--- src/rtl/decode_pkg.sv ---
// Shared decode definitions: opcode constants, FSM state type and opcode-class helpers.
package decode_pkg;

  localparam logic [5:0] BEQ  = 6'h04;
  localparam logic [5:0] BNE  = 6'h05;
  localparam logic [5:0] ANDI = 6'h0C;
  localparam logic [5:0] ORI  = 6'h0D;
  localparam logic [5:0] XORI = 6'h0E;
  localparam logic [5:0] LW   = 6'h23;

  typedef enum logic {
    RUN    = 1'b0,
    BUBBLE = 1'b1
  } state_t;

  // Logical immediates are zero-extended; everything else sign-extends.
  function automatic logic zero_ext_op(input logic [5:0] op);
    return (op == ANDI) || (op == ORI) || (op == XORI);
  endfunction

  // Loads and the I-type ALU group (0x08-0x0F) write rt rather than read it.
  function automatic logic rt_is_dest(input logic [5:0] op);
    return (op == LW) || (op[5:3] == 3'b001);
  endfunction

endpackage

--- src/rtl/decode_regfile.sv ---
// NREG x XLEN register file: entry 0 hardwired to zero, two bypassed read ports.
// Optional DECODE_PIPE_DEBUG_EN adds an unbypassed debug read port.
module decode_regfile
  import decode_pkg::*;
#(
  parameter int XLEN = 32,
  parameter int NREG = 32,
  localparam int AW = $clog2(NREG)
) (
  input  logic            clk,
  input  logic            rst,
  input  logic            we,
  input  logic [AW-1:0]   waddr,
  input  logic [XLEN-1:0] wdata,
  input  logic [AW-1:0]   raddr1,
  input  logic [AW-1:0]   raddr2,
`ifdef DECODE_PIPE_DEBUG_EN
  input  logic [AW-1:0]   dbg_addr,
  output logic [XLEN-1:0] dbg_data,
`endif
  output logic [XLEN-1:0] rdata1,
  output logic [XLEN-1:0] rdata2
);

  logic [XLEN-1:0] rf [NREG];

  for (genvar gi = 0; gi < NREG; gi++) begin : g_entry
    if (gi == 0) begin : g_zero
      assign rf[gi] = '0;
    end else begin : g_reg
      logic [XLEN-1:0] entry_reg;
      always_ff @(posedge clk) begin
        if (rst) begin
          entry_reg <= '0;
        end else if (we && waddr == AW'(gi)) begin
          entry_reg <= wdata;
        end
      end
      assign rf[gi] = entry_reg;
    end
  end

  // A write landing this cycle is forwarded so decode never sees stale data.
  assign rdata1 = (we && waddr == raddr1 && raddr1 != '0) ? wdata : rf[raddr1];
  assign rdata2 = (we && waddr == raddr2 && raddr2 != '0) ? wdata : rf[raddr2];

`ifdef DECODE_PIPE_DEBUG_EN
  assign dbg_data = rf[dbg_addr];
`endif

endmodule

--- src/rtl/decode_pipe.sv ---
// Decode stage: field extract, bypassed operand read, branch resolve, load-use bubble.
// Optional DECODE_PIPE_DEBUG_EN exposes dbg_addr/dbg_data register-file read.
module decode_pipe
  import decode_pkg::*;
#(
  parameter int XLEN = 32,
  parameter int NREG = 32,
  localparam int AW = $clog2(NREG)
) (
  input  logic            clk,
  input  logic            rst,
  input  logic            in_valid,
  output logic            in_ready,
  input  logic [XLEN-1:0] in_pc,
  input  logic [31:0]     in_inst,
  input  logic            flush,
  input  logic            wb_en,
  input  logic [AW-1:0]   wb_addr,
  input  logic [XLEN-1:0] wb_data,
  input  logic            ex_memread,
  input  logic [AW-1:0]   ex_rt,
  output logic            out_valid,
  input  logic            out_ready,
  output logic [XLEN-1:0] out_rd1,
  output logic [XLEN-1:0] out_rd2,
  output logic [XLEN-1:0] out_imm,
  output logic [5:0]      out_op,
  output logic [5:0]      out_funct,
  output logic [AW-1:0]   out_rs,
  output logic [AW-1:0]   out_rt,
  output logic [AW-1:0]   out_rd,
  output logic            br_taken,
`ifdef DECODE_PIPE_DEBUG_EN
  input  logic [AW-1:0]   dbg_addr,
  output logic [XLEN-1:0] dbg_data,
`endif
  output logic [XLEN-1:0] br_target
);

  state_t          state_reg, state_next;
  logic [5:0]      op, funct;
  logic [AW-1:0]   rs, rt, rd;
  logic [XLEN-1:0] rd1, rd2, sext_imm, imm, target;
  logic            taken, hazard, slot_free, accept;
  logic            unused_shamt;

  assign op           = in_inst[31:26];
  assign funct        = in_inst[5:0];
  assign rs           = in_inst[21 +: AW];
  assign rt           = in_inst[16 +: AW];
  assign rd           = in_inst[11 +: AW];
  assign unused_shamt = ^in_inst[10:6];

  decode_regfile #(.XLEN(XLEN), .NREG(NREG)) u_regfile (
    .clk      (clk),
    .rst      (rst),
    .we       (wb_en),
    .waddr    (wb_addr),
    .wdata    (wb_data),
    .raddr1   (rs),
    .raddr2   (rt),
`ifdef DECODE_PIPE_DEBUG_EN
    .dbg_addr (dbg_addr),
    .dbg_data (dbg_data),
`endif
    .rdata1   (rd1),
    .rdata2   (rd2)
  );

  assign sext_imm = XLEN'($signed(in_inst[15:0]));
  assign imm      = zero_ext_op(op) ? XLEN'(in_inst[15:0]) : sext_imm;
  assign target   = in_pc + (sext_imm << 2);
  assign taken    = ((op == BEQ) && (rd1 == rd2)) || ((op == BNE) && (rd1 != rd2));

  // Load-use: rt only matters when this instruction actually reads it.
  assign hazard = in_valid && ex_memread && (ex_rt != '0) &&
                  ((ex_rt == rs) || ((ex_rt == rt) && !rt_is_dest(op)));

  assign slot_free = !out_valid || out_ready;
  assign in_ready  = slot_free && !hazard && (state_reg == RUN) && !flush;
  assign accept    = in_valid && in_ready;

  always_comb begin
    state_next = state_reg;
    if (flush) begin
      state_next = RUN;
    end else begin
      case (state_reg)
        RUN:     if (hazard && slot_free) state_next = BUBBLE;
        BUBBLE:  state_next = RUN;
        default: state_next = RUN;
      endcase
    end
  end

  always_ff @(posedge clk) begin
    if (rst) begin
      state_reg <= RUN;
      out_valid <= 1'b0;
      out_rd1   <= '0;
      out_rd2   <= '0;
      out_imm   <= '0;
      out_op    <= '0;
      out_funct <= '0;
      out_rs    <= '0;
      out_rt    <= '0;
      out_rd    <= '0;
      br_taken  <= 1'b0;
      br_target <= '0;
    end else begin
      state_reg <= state_next;
      if (flush) begin
        out_valid <= 1'b0;
        br_taken  <= 1'b0;
      end else if (accept) begin
        out_valid <= 1'b1;
        out_rd1   <= rd1;
        out_rd2   <= rd2;
        out_imm   <= imm;
        out_op    <= op;
        out_funct <= funct;
        out_rs    <= rs;
        out_rt    <= rt;
        out_rd    <= rd;
        br_taken  <= taken;
        br_target <= target;
      end else if (out_ready) begin
        out_valid <= 1'b0;
        br_taken  <= 1'b0;
      end
    end
  end

endmodule

--- config.mk ---
export PLATFORM = sky130hd
export DESIGN_NAME = decode_pipe
export DESIGN_NICKNAME = d
export VERILOG_FILES = /design/src/rtl/decode_pkg.sv /design/src/rtl/decode_regfile.sv /design/src/rtl/decode_pipe.sv
export SDC_FILE = /design/constraint.sdc
export NUM_CORES = 2
export LEC_CHECK = 0
export ABC_AREA = 1
export BUFFER_PORTS_ARGS = -buffer_cell sky130_fd_sc_hd__buf_4
export CORE_MARGIN = 5
export CORE_UTILIZATION = 29
export DETAILED_ROUTE_END_ITERATION = 10
export GPL_ROUTABILITY_DRIVEN = 0
export GPL_TIMING_DRIVEN = 0
export PLACE_DENSITY_LB_ADDON = 0.05
export SYNTH_ARGS = -nofsm -noshare
export SYNTH_HDL_FRONTEND = slang
export SYNTH_HIERARCHICAL = 1
export SYNTH_SLANG_ARGS = --single-unit
--- constraint.sdc ---
create_clock -name clk -period 3.44 [get_ports clk]
set_clock_uncertainty 0.05 [all_clocks]
set_input_delay 0.688 -clock clk [delete_from_list [all_inputs] [get_ports clk]]
set_output_delay 0.688 -clock clk [all_outputs]
set_load 0.02 [all_outputs]
Word level (Yosys, flattened, before mapping)
Cells that the tools add are included.
{"block": "classes", "add_sub_neg": 1, "multipliers": 0, "n_div": 0, "magnitude_cmp": 2, "eq_ne": 44, "shifts": 0, "n_mux": 14, "n_bitwise": 4, "n_reduce_logical": 62}
{"cell": "$bmux 32 s5", "count": 2}
{"cell": "$mux 32", "count": 7}
{"cell": "$eq 5x5->1 const B", "count": 16}
{"cell": "$logic_and 1x1->1", "count": 46}
{"cell": "$eq 5x4->1 const B", "count": 8}
{"cell": "$add 32x32->32", "count": 1}
{"cell": "$eq 32x32->1", "count": 1}
{"cell": "$ne 32x32->1", "count": 1}
{"cell": "$eq 5x3->1 const B", "count": 4}
{"cell": "$eq 5x5->1", "count": 4}
{"cell": "$eq 6x4->1 const B", "count": 3}
{"cell": "$reduce_bool 5->1", "count": 3}
{"cell": "$eq 6x3->1 const B", "count": 2}
{"cell": "$ge 6x6->1 const B", "count": 2}
{"cell": "$not 5->6", "count": 2}
{"cell": "$eq 5x2->1 const B", "count": 2}
{"cell": "$eq 6x6->1 const B", "count": 1}
{"cell": "$logic_or 1x1->1", "count": 6}
{"cell": "$eq 5x1->1 const B", "count": 1}
{"cell": "$logic_not 1->1", "count": 4}
{"cell": "$mux 1", "count": 4}
{"cell": "$eq 3x1->1 const B", "count": 1}
{"cell": "$not 1->1", "count": 2}
{"cell": "$pmux 1 s2", "count": 1}
{"cell": "other kinds (3)", "count": 3}
{"block": "totals", "ff_bits": 1150, "latch_bits": 0, "ram_bits": 0, "rom_bits": 0, "in_bits": 113, "output_inout_bits": 158, "elab_cells": 170, "n_memories": 0}

Logic depth before layout (Yosys ltp)
{"block": "logic_depth", "ltp_word": 12, "mapped_depth": 24, "ltp_nobuf": 21}

Hierarchy
Netlist, hierarchy kept.
{"mod": "decode_regfile", "n_inst": 1, "cells_per_inst": 9072, "area_per_inst_um2": 56553.0}
{"mod": "decode_pipe", "n_inst": 1, "cells_per_inst": 1124, "area_per_inst_um2": 7410.9}

Worst setup path before layout
Ideal clock, no wire load.
{"block": "synth_timing", "path_type": "in2reg", "start": "input port in_inst[16]", "end": "register br_taken", "setup_time_ns": 0.070, "arrival_ns": 2.572, "setup_slack_ns": 0.748, "path_stages": 20, "cell_sequence": "buf_2 clkinv_1 buf_2 clkbuf_1 nand2_1 nand3_1 nand3_1 nand3_1 nand3_1 nand3_1 nand2_1 xnor2_1 nand2_1 nor2_1 nand2_1 nor2_1 nand2_1 nand2_1 nand3_1 a21oi_1"}
{"item": "start: declaration", "line_no": "decode_pipe.sv:15", "text": "input logic [31:0] in_inst,"}
{"item": "$not 5->6 (not written as such)", "line_no": "decode_regfile.sv:45", "text": "assign rdata2 = (we && waddr == raddr2 && raddr2 != '0) ? wdata : rf[raddr2];"}
{"item": "$bmux 32 s5", "line_no": "decode_regfile.sv:45"}
{"item": "$mux 32 (not written as such) (2 in series)", "line_no": "decode_regfile.sv:45"}
{"item": "$mux 32 *", "line_no": "decode_regfile.sv:45"}
{"item": "via rd2[8]", "line_no": "decode_pipe.sv:43", "text": "logic [XLEN-1:0] rd1, rd2, sext_imm, imm, target;"}
{"item": "$eq 32x32->1 or $ne 32x32->1 (tied branches)", "line_no": "decode_pipe.sv:73", "text": "assign taken = ((op == BEQ) && (rd1 == rd2)) || ((op == BNE) && (rd1 != rd2));"}
{"item": "$logic_and 1x1->1", "line_no": "decode_pipe.sv:73"}
{"item": "$logic_or 1x1->1 *", "line_no": "decode_pipe.sv:73"}
{"item": "$mux 1 *", "line_no": "decode_pipe.sv:115", "text": "end else if (accept) begin"}
{"item": "end signal: assignment", "line_no": "decode_pipe.sv:125", "text": "br_taken <= taken;"}
{"item": "end: declaration", "line_no": "decode_pipe.sv:32", "text": "output logic br_taken,"}
The timed path passes the listed nets; every way through them passes the cells marked *. The select of a mux whose other input is x is not followed.
A chain may end at the register's enable or synchronous reset.

Final worst setup path
{"block": "layout_timing", "start": "input port rst", "end": "register u_regfile.g_entry[13].g_reg.entry_reg[20]"}
{"item": "start: declaration", "line_no": "decode_pipe.sv:11", "text": "input logic rst,"}
{"item": "end signal: assignment", "line_no": "decode_regfile.sv:36", "text": "entry_reg <= wdata;"}
{"item": "end: declaration", "line_no": "decode_regfile.sv:31", "text": "logic [XLEN-1:0] entry_reg;"}
No word-level cell between the ends.

==> flow_metrics.env <==
export IMPL_worst_path_max_delay_cell="clkbuf_1"
export IMPL_hold_end="br_target[1]$_SDFFE_PP0P_"
export IMPL_via_count_of_the_first_global_routing_pass=70309
export IMPL_floorplan_die_width_um=480
export IMPL_crit_path_kind="input pin to flip-flop"
export IMPL_total_power_uw=36900
export IMPL_synth_avg_cell_area_um2=6.27
export IMPL_detailroute_wirelength_met3_um=50000
export IMPL_drc_errors=0
export IMPL_port_buffer_count=237
export IMPL_yosysWarningCount=6
export IMPL_synth_seq_cells=1124
export IMPL_crit_reg2reg_launch="u_regfile/g_entry[31].g_reg.entry_reg[0]$_SDFFE_PP0P_"
export IMPL_ios=271
export IMPL_final_net_count=10730
export IMPL_tritoncts_num_sinks=1124
export IMPL_vias=77594
export IMPL_design_core_area_mm2=0.220
export IMPL_drt_initial_drc_count=12098
export IMPL_post_synth_instance_area_mm2=0.0640
export IMPL_place_detailed_hpwl_um=329000
export IMPL_min_delay_start="in_pc[1]"
export IMPL_htree_num_levels=4
export IMPL_timing_max_slew_rel_slack_pct=-6.10
export IMPL_route_layer_met1_wl_um=173000
export IMPL_starting_density_pct=29.1
export IMPL_edff_count_synth=0
export IMPL_cell_leakage_power_uw=0.0316
export IMPL_run_status="complete, but fails checks"
export IMPL_core_rowCount=172
export IMPL_clock_path_buffers=3
export IMPL_cp_required_ns=4.05
export IMPL_period_share_pct=103
export IMPL_end_kind="flip-flop"
export IMPL_ys_flop_type="dfxtp_1"
export IMPL_clock_tree_root_cell="clkbuf_16"
export IMPL_critical_path_cell_chain="buf_4 > clkbuf_1 > clkbuf_1 > clkbuf_1 > a21oi_1"
export IMPL_drt_first_pass_iters=7
export IMPL_vdd_ir_drop_worst_mv=0.556
export IMPL_synthCells=10196
export IMPL_final_layout_size_suffix_gt1_share_pct=10.9
export IMPL_ant_nets=0
export IMPL_r2r_worst_path_cells=17
export IMPL_failing_checks="max-capacitance violations, max-slew violations, negative setup slack"
export IMPL_cp_start_kind="input pin"
export IMPL_worst_path_largest_cell_delay_ns=1.18
export IMPL_yosysSeqAreaShare_pct=35.2
export IMPL_tritoncts_num_buffers=151
export IMPL_routed_top_layer="met5"
export IMPL_drt_wl_total_um=437000
export IMPL_grt_antenna_before_repair=39
export IMPL_tns_ns=-0.969
export IMPL_synth_top_cells_by_area="dfxtp_1 35%, nand2_1 16%, nand3_1 11%, a211oi_1 11%, nor2_1 8.7%"
export IMPL_timing_final_ws_setup_ns=-0.111
export IMPL_clkSlewWorstSetupHoldPaths_ns=0.06
export IMPL_drv_cap=4
export IMPL_design_die_area_mm2=0.230
export IMPL_globalRouteTotalUtil_pct=36.1
export IMPL_path_max_fanout=10
export IMPL_hold_depth=3
export IMPL_period_minus_slack_ns=3.55
export IMPL_synth_lib_cells_used_distinct=38
export IMPL_achievable_frequency_mhz=282
export IMPL_worst_path_arrival_ns=4.17
export IMPL_detail_route_vias_per_cell=5.71
export IMPL_finalMaxSlewViolations=40
export IMPL_synth_most_common_cell="nand2_1"
export IMPL_finalHoldViolCount=0
export IMPL_floorplan_die_height_um=480
export IMPL_wl_per_cell_um=32.1
export IMPL_share_of_flip_flops_with_an_asynchronous_set_or_reset_pct=0
export IMPL_r2r_end="br_taken$_SDFFE_PP0P_"
export IMPL_syn_num_nets=10339
export IMPL_setup_violations=11
export IMPL_grt_max_degree=18
export IMPL_regToRegSetupSlack_ns=0.46
export IMPL_post_synth_top_area_cell="dfxtp_1"
export IMPL_cts_tree="built"
export IMPL_total_power_divided_by_cell_area_mw_per_mm2=484
export IMPL_clock_insertion_delay_worst_skew_ns=0.85
export IMPL_worst_path_most_repeated_cell="clkbuf_1"
export IMPL_timing_worst_slew_pin_value_ns=1.59
export IMPL_post_synth_most_frequent_cells="2,674 x nand2_1, 1,475 x nor2_1, 1,397 x nand3_1"
export IMPL_sum_of_met2_wire_segment_lengths_after_detailed_routing_um=175000
export IMPL_worstHoldPathType="input pin to flip-flop"
export IMPL_largest_reg_flops=992
export IMPL_netlist_area_leader_share_pct=35.2
export IMPL_areaGrowthSynthToFinish_pct=19.0
export IMPL_end_of_flow_core_utilization_pct=34.7
export IMPL_first_pass_grt_wire_length_um=581000
export IMPL_gr_total_overflow=0
## worst max path at each step
| stage | end | cells after the start | start | slack [ns] |
|---|---|---|---|---|
| finish | u_regfile/g_entry[13].g_reg.entry_reg[20]$_SDFFE_PP0P_ | 5 | rst | -0.11 |
| global route | br_taken$_SDFFE_PP0P_ | 18 | in_inst[18] | -0.02 |
| CTS | br_taken$_SDFFE_PP0P_ | 22 | in_inst[21] | 0.0002 |
| detailed placement | br_taken$_SDFFE_PP0P_ | 18 | in_inst[18] | -2.45 |
| global placement | br_taken$_SDFFE_PP0P_ | 20 | in_inst[23] | -2.49 |
| floorplan | br_taken$_SDFFE_PP0P_ | 20 | in_inst[16] | 0.75 |
## cells in the final DEF (no fill, tap or decap), types with 5 or more instances in the layout
cell / count
clkbuf_1: 312
o21ai_0: 91
nor3_1: 6
nand4_1: 26
clkbuf_16: 159
inv_2: 14
nand2_2: 41
buf_8: 10
ha_1: 29
a211oi_2: 10
buf_6: 38
inv_6: 7
nand3_1: 1357
nand3_2: 43
a21oi_1: 311
diode_2: 19
xnor2_1: 33
dfxtp_1: 1124
a21oi_2: 8
a211oi_1: 898
buf_1: 113
buf_4: 323
nor2_4: 13
nand2_1: 2645
clkinv_2: 18
buf_2: 186
buf_12: 8
nor2_2: 28
nor2_1: 1448
bufinv_16: 11
clkbuf_4: 60
inv_1: 1010
clkbuf_8: 49
o211ai_1: 96
xor2_1: 13
clkbuf_2: 115
clkdlybuf4s15_2: 11
clkinvlp_4: 5
## critical path, delay by kind of cell
kind                   cells  cell delay, ns
buffers and inverters      4            3.30
AO/OA/AOI/OAI              1            0.09
## layout make-up
class	instances	area (um^2)
diodes	19	47.5
plain buffers	912	4980
clock buffers	230	4630
clock inverters	40	538
fillers	24372	143000
inverters	1031	3880
multi-input cells	7124	34000
flip-flops and latches	1124	22500
well taps	2871	3590
repair buffers	243	1890
## kinds of logic after synthesis
group / count (synthesis) / share of synthesized area (%)
AND/OR/NAND/NOR: 5618 / 36.0
buffers and inverters: 1948 / 12.3
AO/OA/AOI/OAI: 1428 / 15.2
flip-flops: 1124 / 35.2
XOR/XNOR: 48 / 0.657
adder cells (fa/ha/maj): 30 / 0.599
## routing by layer
| layer | up-vias | track usage (%) |
|---|---|---|
| met2 | 5194 | 51.1 |
| li1 | 33778 | - |
| met3 | 1290 | 10.4 |
| met1 | 37328 | 46.4 |
| met4 | 4 | 26.7 |
| met5 | - | 0 |
## report_power, final
group	internal (uW)	total, uW	leakage (uW)	switching (uW)
logic	1510	6610	0.0200	5100
clock network	10100	16900	0.00255	6800
registers	13300	13400	0.00909	109
total	24800	36900	0.0316	12000
## through the flow
stage | cells | hold WS [ns] | setup slack, ns | instance area, um^2
after floorplan | 10196 | 0.399 | 0.748 | 64000
after global placement | 13304 | 0.406 | -2.49 | 69300
after detailed placement | 13306 | 0.406 | -2.45 | 69400
after CTS | 13575 | 0.0150 | 0.000157 | 75600
after global routing | 13577 | 0.0587 | -0.0170 | 76000
final | 13594 | 0.0797 | -0.111 | 76100
## timing repair
| item | CTS | global route |
|---|---|---|
| pin swaps | 2 | 3 |
| buffers inserted | 2 | 1 |
| hold buffers | 0 | 0 |
| cloned | 0 | 1 |
| gates resized for setup | 502 | 159 |
| endpoints found under the setup margin | 54 | 1 |
Power figures use the tool's default switching activity.
